File: src/rtl/alu_cmdq_pkg.sv
// rtl/alu_cmdq_pkg.sv - register map, bit indices, FSM encoding and entry widths for alu_cmdq
package alu_cmdq_pkg;

  localparam logic [4:0] ADDR_OPA    = 5'h00;
  localparam logic [4:0] ADDR_OPB    = 5'h04;
  localparam logic [4:0] ADDR_Q      = 5'h08;
  localparam logic [4:0] ADDR_R      = 5'h0C;
  localparam logic [4:0] ADDR_FUNC   = 5'h10;
  localparam logic [4:0] ADDR_STATUS = 5'h11;
  localparam logic [4:0] ADDR_CTRL   = 5'h12;
  localparam logic [4:0] ADDR_POP    = 5'h13;
  localparam logic [4:0] ADDR_COUNT  = 5'h14;

  localparam int STAT_CMD_EMPTY = 0;
  localparam int STAT_CMD_FULL  = 1;
  localparam int STAT_RES_EMPTY = 2;
  localparam int STAT_RES_FULL  = 3;
  localparam int STAT_BUSY      = 4;
  localparam int STAT_CMD_OVF   = 5;
  localparam int STAT_RES_UDF   = 6;

  localparam int CTRL_EN      = 0;
  localparam int CTRL_IRQ_EN  = 1;
  localparam int CTRL_FLUSH   = 2;
  localparam int CTRL_CLR_ERR = 3;

  localparam int FUNC_PUSH = 7;

  typedef enum logic [1:0] {
    S_IDLE  = 2'd0,
    S_ISSUE = 2'd1,
    S_WAIT  = 2'd2,
    S_WRITE = 2'd3
  } state_t;

  // Command entry is {func, opa, opb}; result entry is {q, r}.
  function automatic int cmd_width(int dw);
    return 4 + 2 * dw;
  endfunction

  function automatic int res_width(int dw);
    return 2 * dw;
  endfunction

endpackage

File: src/rtl/alu_cmdq_sync_fifo.sv
// rtl/alu_cmdq_sync_fifo.sv - show-ahead synchronous FIFO with clear, used for command and result queues
module sync_fifo #(
  parameter int WIDTH = 8,
  parameter int DEPTH = 4
) (
  input  logic             clk,
  input  logic             rst,
  input  logic             clr,
  input  logic             push,
  input  logic             pop,
  input  logic [WIDTH-1:0] din,
  output logic [WIDTH-1:0] dout,
  output logic             full,
  output logic             empty,
  output logic [3:0]       count
);

  localparam int AW = $clog2(DEPTH);

  logic [WIDTH-1:0] mem [DEPTH];
  logic [AW-1:0]    wr_ptr;
  logic [AW-1:0]    rd_ptr;
  logic             do_push;
  logic             do_pop;

  // Full is judged on the pre-pop count, so a push never bypasses a same-cycle pop.
  assign full    = (count == 4'(DEPTH));
  assign empty   = (count == 4'd0);
  assign do_push = push & ~full;
  assign do_pop  = pop & ~empty;
  assign dout    = mem[rd_ptr];

  always_ff @(posedge clk) begin
    if (do_push) mem[wr_ptr] <= din;
  end

  always_ff @(posedge clk) begin
    if (rst || clr) begin
      wr_ptr <= '0;
      rd_ptr <= '0;
      count  <= 4'd0;
    end else begin
      if (do_push) wr_ptr <= wr_ptr + 1'b1;
      if (do_pop)  rd_ptr <= rd_ptr + 1'b1;
      case ({do_push, do_pop})
        2'b10:   count <= count + 4'd1;
        2'b01:   count <= count - 4'd1;
        default: count <= count;
      endcase
    end
  end

endmodule

File: src/rtl/alu_cmdq.sv
// rtl/alu_cmdq.sv - queued ALU front end: pi register bus, command/result FIFOs and engine sequencer
module alu_cmdq
  import alu_cmdq_pkg::*;
#(
  parameter int DW        = 32,
  parameter int CMD_DEPTH = 4,
  parameter int RES_DEPTH = 4
) (
  input  logic          clk,
  input  logic          rst,
  input  logic          pi_blk_sel,
  input  logic [4:0]    pi_addr,
  input  logic          pi_wr_en,
  input  logic          pi_rd_en,
  input  logic [7:0]    pi_wr_data,
  output logic [7:0]    pi_rd_data,
  input  logic          interrupt_ack,
  output logic          interrupt,
  output logic          eng_ce,
  output logic          eng_start,
  output logic [DW-1:0] eng_a,
  output logic [DW-1:0] eng_b,
  output logic [3:0]    eng_op,
  input  logic          eng_valid,
  input  logic [DW-1:0] eng_q,
  input  logic [DW-1:0] eng_r
);

  localparam int NB   = DW / 8;
  localparam int CMDW = cmd_width(DW);
  localparam int RESW = res_width(DW);

  logic            wr, rd;
  logic [DW-1:0]   opa, opb, q_lat, r_lat;
  logic [3:0]      func;
  logic            en, irq_en, cmd_ovf, res_udf, discard, busy;
  logic            flush, clr_err, cmd_push_req, res_pop_req;
  logic            cmd_pop, res_push, irq_set;
  logic [CMDW-1:0] cmd_dout;
  logic [RESW-1:0] res_dout;
  logic            cmd_full, cmd_empty, res_full, res_empty;
  logic [3:0]      cmd_count, res_count;
  logic [7:0]      status, rd_next;
  state_t          state, state_next;

  assign wr           = pi_blk_sel & pi_wr_en;
  assign rd           = pi_blk_sel & pi_rd_en;
  assign flush        = wr && (pi_addr == ADDR_CTRL) && pi_wr_data[CTRL_FLUSH];
  assign clr_err      = wr && (pi_addr == ADDR_CTRL) && pi_wr_data[CTRL_CLR_ERR];
  assign cmd_push_req = wr && (pi_addr == ADDR_FUNC) && pi_wr_data[FUNC_PUSH];
  assign res_pop_req  = wr && (pi_addr == ADDR_POP);
  assign busy         = (state != S_IDLE);
  assign eng_ce       = en;
  assign status       = {1'b0, res_udf, cmd_ovf, busy, res_full, res_empty, cmd_full, cmd_empty};

  sync_fifo #(.WIDTH(CMDW), .DEPTH(CMD_DEPTH)) u_cmd_fifo (
    .clk   (clk),
    .rst   (rst),
    .clr   (flush),
    .push  (cmd_push_req),
    .pop   (cmd_pop),
    .din   ({pi_wr_data[3:0], opa, opb}),
    .dout  (cmd_dout),
    .full  (cmd_full),
    .empty (cmd_empty),
    .count (cmd_count)
  );

  sync_fifo #(.WIDTH(RESW), .DEPTH(RES_DEPTH)) u_res_fifo (
    .clk   (clk),
    .rst   (rst),
    .clr   (flush),
    .push  (res_push),
    .pop   (res_pop_req),
    .din   ({q_lat, r_lat}),
    .dout  (res_dout),
    .full  (res_full),
    .empty (res_empty),
    .count (res_count)
  );

  // Issuing only with a free result slot means the WRITE push can never be dropped.
  always_comb begin
    state_next = state;
    cmd_pop    = 1'b0;
    eng_start  = 1'b0;
    res_push   = 1'b0;
    irq_set    = 1'b0;
    case (state)
      S_IDLE: begin
        if (en && !cmd_empty && !res_full) begin
          cmd_pop    = 1'b1;
          state_next = S_ISSUE;
        end
      end
      S_ISSUE: begin
        eng_start  = 1'b1;
        state_next = S_WAIT;
      end
      S_WAIT: begin
        if (eng_valid) state_next = S_WRITE;
      end
      S_WRITE: begin
        if (!discard && !flush) begin
          res_push = 1'b1;
          irq_set  = irq_en;
        end
        state_next = S_IDLE;
      end
      default: state_next = S_IDLE;
    endcase
  end

  always_ff @(posedge clk) begin
    if (rst) begin
      state   <= S_IDLE;
      eng_a   <= '0;
      eng_b   <= '0;
      eng_op  <= 4'd0;
      q_lat   <= '0;
      r_lat   <= '0;
      discard <= 1'b0;
    end else begin
      state <= state_next;
      if (cmd_pop) {eng_op, eng_a, eng_b} <= cmd_dout;
      if (state == S_WAIT && eng_valid) begin
        q_lat <= eng_q;
        r_lat <= eng_r;
      end
      // A flush that races the issuing pop still has to kill that command's result.
      if (flush && (state == S_ISSUE || state == S_WAIT || cmd_pop)) discard <= 1'b1;
      else if (state == S_WRITE) discard <= 1'b0;
    end
  end

  always_ff @(posedge clk) begin
    if (rst) begin
      opa     <= '0;
      opb     <= '0;
      func    <= 4'd0;
      en      <= 1'b0;
      irq_en  <= 1'b0;
      cmd_ovf <= 1'b0;
      res_udf <= 1'b0;
    end else begin
      for (int k = 0; k < NB; k++) begin
        if (wr && pi_addr == ADDR_OPA + 5'(k)) opa[8*k +: 8] <= pi_wr_data;
        if (wr && pi_addr == ADDR_OPB + 5'(k)) opb[8*k +: 8] <= pi_wr_data;
      end
      if (wr && pi_addr == ADDR_FUNC) func <= pi_wr_data[3:0];
      if (wr && pi_addr == ADDR_CTRL) begin
        en     <= pi_wr_data[CTRL_EN];
        irq_en <= pi_wr_data[CTRL_IRQ_EN];
      end
      if (clr_err) begin
        cmd_ovf <= 1'b0;
        res_udf <= 1'b0;
      end else begin
        if (cmd_push_req && cmd_full)  cmd_ovf <= 1'b1;
        if (res_pop_req && res_empty)  res_udf <= 1'b1;
      end
    end
  end

  always_ff @(posedge clk) begin
    if (rst)                interrupt <= 1'b0;
    else if (irq_set)       interrupt <= 1'b1;
    else if (interrupt_ack) interrupt <= 1'b0;
  end

  always_comb begin
    rd_next = 8'h00;
    for (int k = 0; k < NB; k++) begin
      if (pi_addr == ADDR_OPA + 5'(k)) rd_next = opa[8*k +: 8];
      if (pi_addr == ADDR_OPB + 5'(k)) rd_next = opb[8*k +: 8];
      if (pi_addr == ADDR_Q + 5'(k) && !res_empty) rd_next = res_dout[DW + 8*k +: 8];
      if (pi_addr == ADDR_R + 5'(k) && !res_empty) rd_next = res_dout[8*k +: 8];
    end
    case (pi_addr)
      ADDR_FUNC:   rd_next = {4'd0, func};
      ADDR_STATUS: rd_next = status;
      ADDR_CTRL:   rd_next = {6'd0, irq_en, en};
      ADDR_COUNT:  rd_next = {res_count, cmd_count};
      default:     ;
    endcase
  end

  always_ff @(posedge clk) begin
    if (rst) pi_rd_data <= 8'h00;
    else     pi_rd_data <= rd ? rd_next : 8'h00;
  end

endmodule

File: config.mk
export PLATFORM = sky130hd
export DESIGN_NAME = alu_cmdq
export DESIGN_NICKNAME = d
export VERILOG_FILES = /design/src/rtl/alu_cmdq_pkg.sv /design/src/rtl/alu_cmdq_sync_fifo.sv /design/src/rtl/alu_cmdq.sv
export SDC_FILE = /design/constraint.sdc
export NUM_CORES = 1
export LEC_CHECK = 0
export BUFFER_PORTS_ARGS = -buffer_cell sky130_fd_sc_hd__buf_4
export CORE_MARGIN = 5
export CORE_UTILIZATION = 55
export CTS_BUF_LIST = sky130_fd_sc_hd__clkbuf_4 sky130_fd_sc_hd__clkbuf_8
export DETAILED_ROUTE_END_ITERATION = 7
export GPL_TIMING_DRIVEN = 1
export PLACE_DENSITY = 0.73
export SYNTH_ARGS = -nofsm -noshare
export SYNTH_HDL_FRONTEND = slang
export SYNTH_SLANG_ARGS = --single-unit
File: constraint.sdc
create_clock -name clk -period 4.3 [get_ports clk]
set_input_delay 0.43 -clock clk [delete_from_list [all_inputs] [get_ports clk]]
set_output_delay 0.43 -clock clk [all_outputs]
set_load 0.01 [all_outputs]
==> results.py <==
metrics = {
    "status": {
        "status": "finished clean",
    },
    "die": {
        "io_pins": 163,
        "die-area_mm2": 0.05836,
        "die_h_um": 241.6,
        "die_x_um": 241.6,
        "core_mm2": 0.05287,
        "fp-row-count": 84,
        "start_util": 0.5579,
    },
    "timing": {
        "hold_viol_final": 0,
        "setup_viol_count_final": 0,
        "relSlewSlack": 0.2175,
        "worst_pin_slew_ns": 1.174,
        "rsz0062_at_grt": "false",
        "setup-tns-final_ns": 0,
        "post-route-period-util": 0.6615,
        "fin_crit_ns": 2.845,
        "clock_skew_ns": 0.02524,
        "fin_ws_ns": 1.455,
        "final_max_slew_viol_count": 0,
        "holdWs_ns": 0.07858,
        "max_freq_mhz": 351.5,
    },
    "clock_tree": {
        "clock_path_buffers": 3,
        "hold_buffers": 65,
        "cts_buffers": 116,
        "htree_levels": 3,
        "cts_setup_buffers": 0,
        "clkSinkCount": 762,
        "cts.reportedPaths.clkPinSlew_ns": 0.06,
        "cts_resized": 0,
        "cts_tree": "built",
        "clk_latency_ns": 0.71,
        "cts-root-buf": "clkbuf_8",
    },
    "setup_path": {
        "reg2reg_to": "u_res_fifo.count[3]",
        "crit_required_ns": 4.92,
        "arrival_ns": 3.46,
        "cp_top_family": "simple AND/OR/NAND/NOR gates",
        "critPathCaptureType": "flip-flop",
        "r2r_start": "u_res_fifo.count[2]",
        "path_cells": "or4b_1 -> and3_1 -> inv_1 -> ha_1 -> ha_1 -> a21o_1 -> a21oi_1 -> xnor2_1 -> or3_1 -> a21oi_1",
        "worst-setup-path-type": "flip-flop to flip-flop",
        "cp.depth": 10,
        "crit_slowest_cell": "or4b_1",
        "cp_num_buf_inv": 1,
        "crit_fanout": 8,
        "slowest_delay_ns": 0.56,
        "startpoint_type": "flip-flop",
        "ff2ff_setup_slack_ns": 1.46,
        "reg2reg_depth": 10,
    },
    "routing": {
        "drc": 0,
        "drt-total-wl_mm": 67.14,
        "wl_per_cell_um": 22.15,
        "initialDrtViolationCount": 1481,
        "vias_per_cell": 5.769,
        "dr.pass1.iters": 5,
        "vias": 17490,
        "postRouteAntennaNets": 0,
    },
    "global_routing": {
        "grt_pass1_wl_mm": 103.7,
        "grt_pass1_vias": 17570,
        "grt_max_degree": 95,
        "overflow": 0,
        "grt_usage": 0.2267,
        "antenna_found_initial": 3,
    },
    "synth": {
        "syn_inst": 1983,
        "ys_ff_latch": 762,
        "yosysUniqueCellTypes": 79,
        "synthesis.nets": 2088,
        "ys_seq_area_frac": 0.6964,
        "avgSynthCellArea_um2": 14.87,
        "yosysWarningCount": 0,
        "ys_async_sr_fraction": 0,
        "synth.cell_area_mm2": 0.02950,
        "synth_edf_count": 528,
        "synth_ff_type": "edfxtp_1",
    },
    "layout": {
        "area_growth_syn_to_layout_pct": 17.38,
        "drive_above_1_share": 0.2439,
        "n_fill_cell": 3715,
        "postLayoutCellArea_mm2": 0.03462,
        "num-nets-final": 2342,
    },
    "run": {
        "cap_viol_max_count": 0,
    },
    "pwr": {
        "power.leakage_nw": 12.08,
        "fin_total_pwr_mw": 14.49,
        "ir_worst_vdd_uv": 279.6,
        "p_per_area_mw_per_mm2": 418.4,
    },
    "place": {
        "dp_hpwl_mm": 43.67,
        "port_buffers": 162,
        "dpl_cell_area_mm2": 0.03142,
        "place_ws_ns": 0.8066,
        "gp_congestion": 0.8731,
    },
    "worst_hold_path": {
        "min_to": "opa[13]",
        "worstHoldPathType": "input port to flip-flop",
        "worstHoldStart": "pi_wr_data[5]",
        "worstHoldPathCells": 3,
    },
}
[through the flow]
stage          instances    util
6_report            3031  0.6549
5_1_grt             3030  0.6548
4_1_cts             3029  0.6548
3_5_place_dp        2742  0.5944
3_3_place_gp        2742  0.5944
2_1_floorplan       1983       -
[layout make-up]
class	instances	area (µm²)	area share
diodes	2	5.005	0.0001446
well taps	688	860.8	0.02486
clock inverters	41	351.6	0.01016
flip-flops and latches	762	20550	0.5936
clock buffers	181	2191	0.06328
repair buffers	261	2238	0.06465
inverters	22	82.58	0.002385
multi-input cells	1074	8342	0.2409
[per-layer routing]
layer | wire length (µm) | share of wire | GRT usage | up-vias
met1 | 28590 | 0.43 | 0.3136 | 8847
met2 | 33320 | 0.50 | 0.3753 | 557
li1 | - | - | - | 7991
met4 | 1314 | 0.020 | 0.06563 | 2
met5 | 13 | 0.00019 | 0 | -
met3 | 3894 | 0.058 | 0.04126 | 88
[flip-flops by register name (all words and copies together), names as in the netlist, 8 cells and up, named ones only]
signal / count
r_lat: 32
eng_a: 32
u_res_fifo.mem: 256
u_cmd_fifo.mem: 272
eng_b: 32
pi_rd_data: 8
opb: 32
q_lat: 32
opa: 32
[cell families after synthesis]
group	Yosys count	share of synthesized area
AO/OA/AOI/OAI	299	0.05922
XOR/XNOR	12	0.003563
adder cells (fa/ha/maj)	22	0.009757
buffers and inverters	147	0.02155
flip-flops	762	0.6964
multiplexers	224	0.1323
AND/OR/NAND/NOR	517	0.07729
[synthesized netlist by cell type, drive strengths merged (5+ instances only)]
master	count	area (µm²)
edfxtp	528	15860
o221ai	6	52.55
mux4	132	2973
mux2	6	67.56
a211oi	6	45.04
nor4	5	31.28
a21oi	170	850.8
nor2	123	474.2
ha	19	237.7
nand3	14	70.07
o21ai	51	255.3
and2	14	87.58
mux2i	86	860.8
a22oi	6	45.04
or3	8	50.05
nand4	5	31.28
dfxtp	234	4684
o22ai	9	56.30
nand2b	8	50.05
xor2	7	61.31
clkbuf	74	277.8
nor3	15	120.1
nand2	296	1111
buf	51	275.3
inv	22	82.58
xnor2	5	43.79
[tightest hold or removal path: stages]
cell and delay [ns]:
buf_4 0.16, mux2i_1 0.09, nor2_1 0.07
[power breakdown]
part,switching [mW],internal (mW),leakage (nW)
Sequential,0.0295,7.79,7.12
Clock,2.72,3.56,1.35
Combinational,0.228,0.161,3.62
[worst max-delay path by stage]
| stage | start | to | slack, ns |
|---|---|---|---|
| finish | u_res_fifo.count[2] | u_res_fifo.count[3] | 1.46 |
| global route | u_res_fifo.count[2] | u_res_fifo.count[3] | 1.35 |
| CTS | u_res_fifo.count[2] | u_res_fifo.count[3] | 1.47 |
| detailed placement | pi_addr[3] | u_cmd_fifo.count[3] | 0.81 |
| global placement | pi_addr[3] | u_cmd_fifo.count[3] | 0.87 |
| floorplan | pi_addr[3] | u_cmd_fifo.mem[1][0] | 0.61 |
[cells in the final DEF, fill, tap and decap left out, types with 19 or more instances in the layout]
cell type	n
edfxtp_1	528
nand2_1	295
dfxtp_1	230
buf_4	186
a21oi_1	170
clkbuf_8	133
mux4_2	132
nor2_1	120
mux2i_1	86
dlygate4sd3_1	65
clkbuf_4	48
o21ai_0	47
inv_1	21
ha_1	19
Note: power is estimated with default switching activity, not from simulation.
